### src/rtl/lsu_pkg.sv
// Shared types, funct3 encodings and request-validity helpers for the load/store master.
package lsu_pkg;

  typedef enum logic [1:0] {
    IDLE = 2'd0,
    RD   = 2'd1,
    WR   = 2'd2,
    RESP = 2'd3
  } state_t;

  localparam logic [2:0] F3_B  = 3'b000;
  localparam logic [2:0] F3_H  = 3'b001;
  localparam logic [2:0] F3_W  = 3'b010;
  localparam logic [2:0] F3_BU = 3'b100;
  localparam logic [2:0] F3_HU = 3'b101;

  // Size is funct3[1:0]: 00 byte (never misaligned), 01 half, 10 word.
  function automatic logic is_misaligned(input logic [1:0] size, input logic [1:0] addrLow);
    case (size)
      2'b01:   return addrLow[0];
      2'b10:   return addrLow != 2'b00;
      default: return 1'b0;
    endcase
  endfunction

  // Loads reject 011/110/111; stores only know sb/sh/sw.
  function automatic logic is_illegal(input logic isStore, input logic [2:0] funct3);
    if (isStore) begin
      return funct3[2] | (funct3[1:0] == 2'b11);
    end
    return (funct3 == 3'b011) || (funct3 == 3'b110) || (funct3 == 3'b111);
  endfunction

endpackage

### src/rtl/lsu_align.sv
// Byte-lane alignment: extracts/extends load data and merges sub-word store data into a word.
module lsu_align
  import lsu_pkg::*;
(
  input  logic [31:0] word,
  input  logic [15:0] wdata,
  input  logic [1:0]  offset,
  input  logic [2:0]  funct3,
  output logic [31:0] rdata,
  output logic [31:0] wd
);

  logic [31:0] shifted;

  // Shift the addressed lane down to bit 0, then sign/zero-extend by access type.
  always_comb begin
    shifted = word >> {offset, 3'b000};
    rdata   = shifted;
    case (funct3)
      F3_B:    rdata = {{24{shifted[7]}}, shifted[7:0]};
      F3_H:    rdata = {{16{shifted[15]}}, shifted[15:0]};
      F3_BU:   rdata = {24'b0, shifted[7:0]};
      F3_HU:   rdata = {16'b0, shifted[15:0]};
      default: rdata = shifted;
    endcase
  end

  // Overwrite only the targeted byte or half of the word read back; other lanes keep their data.
  always_comb begin
    wd = word;
    case (funct3)
      F3_B: begin
        for (int i = 0; i < 4; i++) begin
          if (offset == 2'(i)) wd[8*i +: 8] = wdata[7:0];
        end
      end
      F3_H: begin
        if (offset[1]) wd[31:16] = wdata;
        else           wd[15:0]  = wdata;
      end
      default: wd = word;
    endcase
  end

endmodule

### src/rtl/lsu_mem_master.sv
// Load/store initiator: one request at a time, RMW for sub-word stores, registered response.
module lsu_mem_master
  import lsu_pkg::*;
#(
  parameter int WIDTH = 32
) (
  input  logic             clk,
  input  logic             reset,
  input  logic             req_valid,
  output logic             req_ready,
  input  logic             req_we,
  input  logic [2:0]       req_funct3,
  input  logic [WIDTH-1:0] req_addr,
  input  logic [WIDTH-1:0] req_wdata,
  output logic             resp_valid,
  output logic [WIDTH-1:0] resp_rdata,
  output logic             resp_err,
  output logic             mem_we,
  output logic [WIDTH-1:0] mem_addr,
  output logic [WIDTH-1:0] mem_wd,
  input  logic [WIDTH-1:0] mem_rd
);

  state_t      state_q;
  logic        reqWe_q;
  logic [2:0]  reqFunct3_q;
  logic [31:0] reqAddr_q;
  logic [15:0] reqWdata_q;
  logic [31:0] wordWd_q;
  logic        reqReady_q;
  logic        respValid_q;
  logic [31:0] respRdata_q;
  logic        respErr_q;

  logic [31:0] loadData;
  logic [31:0] mergedWord;
  logic        reqBad;

  lsu_align u_align (
    .word   (mem_rd),
    .wdata  (reqWdata_q),
    .offset (reqAddr_q[1:0]),
    .funct3 (reqFunct3_q),
    .rdata  (loadData),
    .wd     (mergedWord)
  );

  assign reqBad = is_illegal(req_we, req_funct3) | is_misaligned(req_funct3[1:0], req_addr[1:0]);

  // Memory port is a pure decode of the registered state so reset removes mem_we at once.
  assign mem_we   = (state_q == WR);
  assign mem_addr = (state_q == RD || state_q == WR) ? {reqAddr_q[31:2], 2'b00} : 32'd0;
  assign mem_wd   = (state_q == WR) ? wordWd_q : 32'd0;

  assign req_ready  = reqReady_q;
  assign resp_valid = respValid_q;
  assign resp_rdata = respRdata_q;
  assign resp_err   = respErr_q;

  // Request sequencer: latch on accept, walk RD/WR as needed, pulse the response, return to idle.
  always_ff @(posedge clk or posedge reset) begin
    if (reset) begin
      state_q     <= IDLE;
      reqWe_q     <= 1'b0;
      reqFunct3_q <= 3'b000;
      reqAddr_q   <= 32'd0;
      reqWdata_q  <= 16'd0;
      wordWd_q    <= 32'd0;
      reqReady_q  <= 1'b1;
      respValid_q <= 1'b0;
      respRdata_q <= 32'd0;
      respErr_q   <= 1'b0;
    end else begin
      case (state_q)
        IDLE: begin
          if (req_valid) begin
            reqWe_q     <= req_we;
            reqFunct3_q <= req_funct3;
            reqAddr_q   <= req_addr;
            reqWdata_q  <= req_wdata[15:0];
            wordWd_q    <= req_wdata;
            reqReady_q  <= 1'b0;
            if (reqBad) begin
              state_q     <= RESP;
              respValid_q <= 1'b1;
              respErr_q   <= 1'b1;
              respRdata_q <= 32'd0;
            end else if (req_we && req_funct3 == F3_W) begin
              state_q <= WR;
            end else begin
              state_q <= RD;
            end
          end
        end
        RD: begin
          if (reqWe_q) begin
            wordWd_q <= mergedWord;
            state_q  <= WR;
          end else begin
            respRdata_q <= loadData;
            respValid_q <= 1'b1;
            state_q     <= RESP;
          end
        end
        WR: begin
          respRdata_q <= 32'd0;
          respValid_q <= 1'b1;
          state_q     <= RESP;
        end
        default: begin
          respValid_q <= 1'b0;
          respRdata_q <= 32'd0;
          respErr_q   <= 1'b0;
          reqReady_q  <= 1'b1;
          state_q     <= IDLE;
        end
      endcase
    end
  end

endmodule
### config.mk
export PLATFORM = sky130hd
export DESIGN_NAME = lsu_mem_master
export DESIGN_NICKNAME = d
export VERILOG_FILES = /design/src/rtl/lsu_pkg.sv /design/src/rtl/lsu_align.sv /design/src/rtl/lsu_mem_master.sv
export SDC_FILE = /design/constraint.sdc
export NUM_CORES = 1
export LEC_CHECK = 0
export ABC_AREA = 1
export ABC_CLOCK_PERIOD_IN_PS = 10900
export CORE_MARGIN = 5
export CORE_UTILIZATION = 52
export DETAILED_ROUTE_END_ITERATION = 7
export PLACE_DENSITY = 0.94
export SLEW_MARGIN = 20
export SYNTH_ARGS = -nofsm -noshare
export SYNTH_HDL_FRONTEND = slang
export SYNTH_SLANG_ARGS = --single-unit
### constraint.sdc
create_clock -name clk -period 10.9 [get_ports clk]
set_clock_uncertainty 0.15 [all_clocks]
set_input_delay 3.27 -clock clk [delete_from_list [all_inputs] [get_ports clk]]
set_output_delay 3.27 -clock clk [all_outputs]
set_load 0.05 [all_outputs]
# [Word-level counts from Yosys, hierarchy flattened]
# Index checks and enable logic that the tools add are counted.
[totals] output_inout_bits=100 word_cells=81 reg_bits=121
[op_classes] n_eq_ne=19 reduce_logical=15 bitwise_logic=3 n_mux=33 n_shift=1
[ops] cell="$mux 32" count=7
[ops] cell="$pmux 32 s2" count=3
[ops] cell="$pmux 32 s4" count=1
[ops] cell="$mux 16" count=2
[ops] cell="$mux 8" count=4
[ops] cell="$shr 32x5->32" count=1
[ops] cell="$eq 3x3->1 const B" count=4
[ops] cell="$eq 2x2->1 const B" count=5
[ops] cell="$reduce_and 3->1" count=3
[ops] cell="$mux 1" count=8
[ops] cell="$ne 2x2->1 const B" count=4
[ops] cell="$eq 2x1->1 const B" count=3
[ops] cell="$eq 3x2->1 const B" count=2
[ops] cell="$mux 2" count=3
[ops] cell="$pmux 1 s2" count=3
[ops] cell="$pmux 2 s3" count=1
[ops] cell="$logic_not 2->1" count=2
[ops] cell="$reduce_and 2->1" count=2
[ops] cell="$reduce_bool 2->1" count=2
[ops] cell="$eq 3x1->1 const B" count=1
[ops] cell="$logic_not 3->1" count=1
[ops] cell="$logic_or 1x1->1" count=3
[ops] cell="$pmux 1 s3" count=1
[ops] cell="$or 1x1->1" count=2
[ops] cell="other kinds (3)" count=3

# [Logic depth before layout (Yosys ltp)]
[logic_depth] depth_word=8 mapped_depth=12

# [Modules after synthesis]
# A second synthesis with hierarchy kept.
[hier_totals] cells_unflattened=1130 area_unflattened_um2=7729.9
[modules_own_cells] module="lsu_mem_master" area_per_inst_um2=5709.2 cells_each=689 instances=1
[modules_own_cells] module="lsu_align" area_per_inst_um2=2020.7 cells_each=441 instances=1

# [Worst setup path after synthesis]
# No wires, ideal clock.
[synth_path] path_kind="flip-flop to output port" start="reg state_q[0]" end="out mem_wd[1]" t_arrival_ns=1.844 required_ns=7.480 setup_slack_ns=5.636 path_stages_with_launch=7 path_cell_list="dfrtp_1 > inv_1 > ha_1 > clkbuf_1 > clkbuf_1 > nand2_1 > inv_1"
[synth_between] elab_chain_cells=2
[synth_rtl] element="start: declaration" line="lsu_mem_master.sv:24" source="state_t state_q;"
[synth_rtl] element="start signal: assignment" line="lsu_mem_master.sv:63" source="state_q <= IDLE;"
[synth_rtl] element="start signal: assignment" line="lsu_mem_master.sv:84" source="state_q <= RESP;"
[synth_rtl] element="start signal: assignment" line="lsu_mem_master.sv:89" source="state_q <= WR;"
[synth_rtl] element="$eq 2x2->1"
[synth_rtl] element="net mem_we" line="lsu_mem_master.sv:18" source="output logic mem_we,"
[synth_rtl] element="$mux 32" line="lsu_mem_master.sv:53" source="assign mem_wd = (state_q == WR) ? wordWd_q : 32'd0;"
[synth_rtl] element="end: declaration" line="lsu_mem_master.sv:20" source="output logic [WIDTH-1:0] mem_wd,"
# The timed path passes the listed nets, and every way through them passes these cells.

# [Worst setup path after layout]
[layout_path] start="reg state_q[0]" end="out mem_addr[18]"
[layout_between] elab_chain_cells=3 word_cells_on_any_way=4
[layout_rtl] element="$eq 2x1->1 or $eq 2x2->1 (tied branches)" line="lsu_mem_master.sv:52" source="assign mem_addr = (state_q == RD || state_q == WR) ? {reqAddr_q[31:2], 2'b00} : 32'd0;"
[layout_rtl] element="$logic_or 1x1->1 (*)" line="lsu_mem_master.sv:52"
[layout_rtl] element="$mux 32 (*)" line="lsu_mem_master.sv:52"
[layout_rtl] element="end: declaration" line="lsu_mem_master.sv:19" source="output logic [WIDTH-1:0] mem_addr,"
# Every way passes the cells marked *; elsewhere a longest branch is shown, timed or not.

==> results.cfg <==
[route]
drc = 0
wire_per_inst_um = 17.1
vias = 6606
dr.pass1.iters = 5
antenna_left = 0
finalWirelength_um = 21300
drt_iter0_drc = 686
post_drt_via_cell_ratio = 5.29

[final_layout]
fillCellCount = 967
drive_above_1_share_pct = 10.9
fin_cells = 1249
ff_latch_area_sq_um = 3030
multi_input_area_sq_um = 3120
syn_to_final_growth_pct = 37.3
finish.instance_area_sq_um = 9380
fin_nets = 1175
antennaDiodeCount = 0
final_common_cell = nand2_1
layout_common_cells = nand2_1, clkdlybuf4s50_1, dfrtp_1

[yosys]
post_synth_inst_count = 888
yosysSeqAreaShare_pct = 44.3
avgSynthCellArea_sq_um = 7.69
syn-cell-area_sq_um = 6830
synth.distinct_cells = 36
ys_ff_latch = 121
yosysWarnings = 0

[floorplanning]
num_rows = 41
core_sq_um = 12800
io_pins = 203
die_w_um = 125
dieArea_sq_um = 15500
dieHeight_um = 125
initial_core_util_pct = 53.5

[clock_network]
clock_sinks = 121
post_cts_buffers = 0
postCtsResizedCells = 0
cts_hold_buffers = 0
cts_tree = built
cts_max_path_buffers = 2
clk_pin_slew_worst_paths_ns = 0.05
insertion_delay_ns = 0.41
root_buffer = clkbuf_16
htreeDepth = 4
cts_buffers = 17

[placed_design]
placed_cell_area_sq_um = 8820
dp.cells = 1218
io_buffers = 200
gp_congestion = 0.998
dp_hpwl_um = 15900

[global_route]
antenna_found_initial = 0
grt_max_degree = 74
grt.total_usage_pct = 27.5
grt_pass1_vias = 6566
grt_overflow_total = 0
grt_pass1_wl_um = 34200

[critical_path]
worstReg2RegStart = reqAddr_q[0]$_DFFE_PP0P_
reg2reg_slack_ns = 7.83
worst-setup-path-type = flip-flop to output pin
cp.required_ns = 7.48
crit_fanout = 33
worst-endpoint-arrival_ns = 2.93
start_kind = flip-flop
critical_path.endpoint_type = output pin
rr_worst_depth = 9
r2r-end = wordWd_q[11]$_DFFE_PP0P_
crit_start = state_q[0]$_DFFE_PP0P_

[min_path]
hold_class = flip-flop to flip-flop
hold_path_depth = 2
hold_start = resp_rdata[11]$_DFFE_PP0P_
whs_endpoint = resp_rdata[11]$_DFFE_PP0P_

[pwr]
power_density_nw_per_um2 = 359
irDropWorstVdd_uv = 291
p_leak_nw = 4.73

[status]
outcome = complete, no violations

[timing]
slew_headroom_pct = 32.2
worstMarginPinSlew_ns = 1.02
rsz0062_at_grt = false
drv_slew = 0
hold_violations = 0
period_needed_ns = 6.35
min_period_over_period_pct = 58.2
finalSetupViolations = 0
fmax_mhz = 158
tns_ns = 0

[run]
drv_cap = 0
-- worst max-delay path: stages (launching register included) --
cell,delay (ns)
dfrtp_1,0.40
inv_1,0.08
ha_1,0.96
nand2_1,0.16
inv_1,0.11
clkdlybuf4s50_1,0.81
-- cells by family after synthesis --
| logic type | share of synthesized area, % |
|---|---|
| other cells | 0.0549 |
| flops | 44.3 |
| mux | 5.69 |
| buf+inv | 10.1 |
| fa+ha+maj | 1.28 |
| compound gates | 11.1 |
| simple gates | 27.4 |
-- report_power, final --
part           internal [mW]  leakage, nW  switching (mW)
sequential             0.662         1.50           0.170
clock                  0.334        0.275           0.192
combinational          0.633         2.95            1.38
-- final cells by class --
cell class                      count  share of cell area [%]
Clock buffer                       23                    5.20
Clock inverter                      8                   0.747
Inverter                          109                    4.41
Multi-Input combinational cell    610                    33.2
Sequential cell                   121                    32.3
Tap cell                          172                    2.29
Timing Repair Buffer              206                    21.8
-- how the worst max path moves through the flow --
stage,slack (ns),cells after the start,end
floorplan,4.27,1,reqAddr_q[0]$_DFFE_PP0P_
global placement,5.19,5,mem_addr[30]
detailed placement,5.01,5,mem_addr[18]
CTS,4.54,5,mem_addr[18]
global route,4.37,5,mem_addr[13]
finish,4.55,5,mem_addr[18]
-- stage by stage --
step           setup slack (ns)  utilization, %  power [mW]  hold WS, ns
3_5_place_dp               5.01            69.1        2.83        0.309
3_3_place_gp               5.19            69.1        2.78        0.306
5_1_grt                    4.37            73.5        3.58        0.338
4_1_cts                    4.54            73.5        3.37        0.322
6_report                   4.55            73.5        3.37        0.319
2_1_floorplan              4.27               -        2.25        0.299
-- layer usage --
layer | vias up | share of wire [%] | global-route usage, %
li1 | 3161 | - | -
met1 | 3047 | 41 | 34.6
met2 | 341 | 45 | 42.5
met3 | 57 | 11 | 9.48
met4 | 0 | 3.8 | 13.0
met5 | - | 0 | 0
-- flip-flops by register name (all words and copies together), names as in the netlist --
| name | cells |
|---|---|
| req_ready | 1 |
| resp_err | 1 |
| resp_rdata | 32 |
| reqFunct3_q | 3 |
| reqWdata_q | 16 |
| state_q | 2 |
| reqWe_q | 1 |
| wordWd_q | 32 |
| reqAddr_q | 32 |
| resp_valid | 1 |
-- cell usage after synthesis, drive strengths merged --
cell,number,area [sq um]
nand4,12,75.1
a31oi,1,6.26
buf,31,211
nand3,44,310
clkbuf,18,67.6
a21oi,44,228
nand2,315,1230
ha,7,87.6
a22oi,7,52.6
o211ai,8,60.1
conb,1,3.75
o21ai,81,405
inv,109,412
nor2,45,218
nor3,7,35.0
mux2,31,349
mux2i,4,40.0
dfrtp,120,3000
dfstp,1,26.3
o31ai,1,7.51
nand3b,1,7.51
Note: power is estimated with default switching activity, not from simulation.
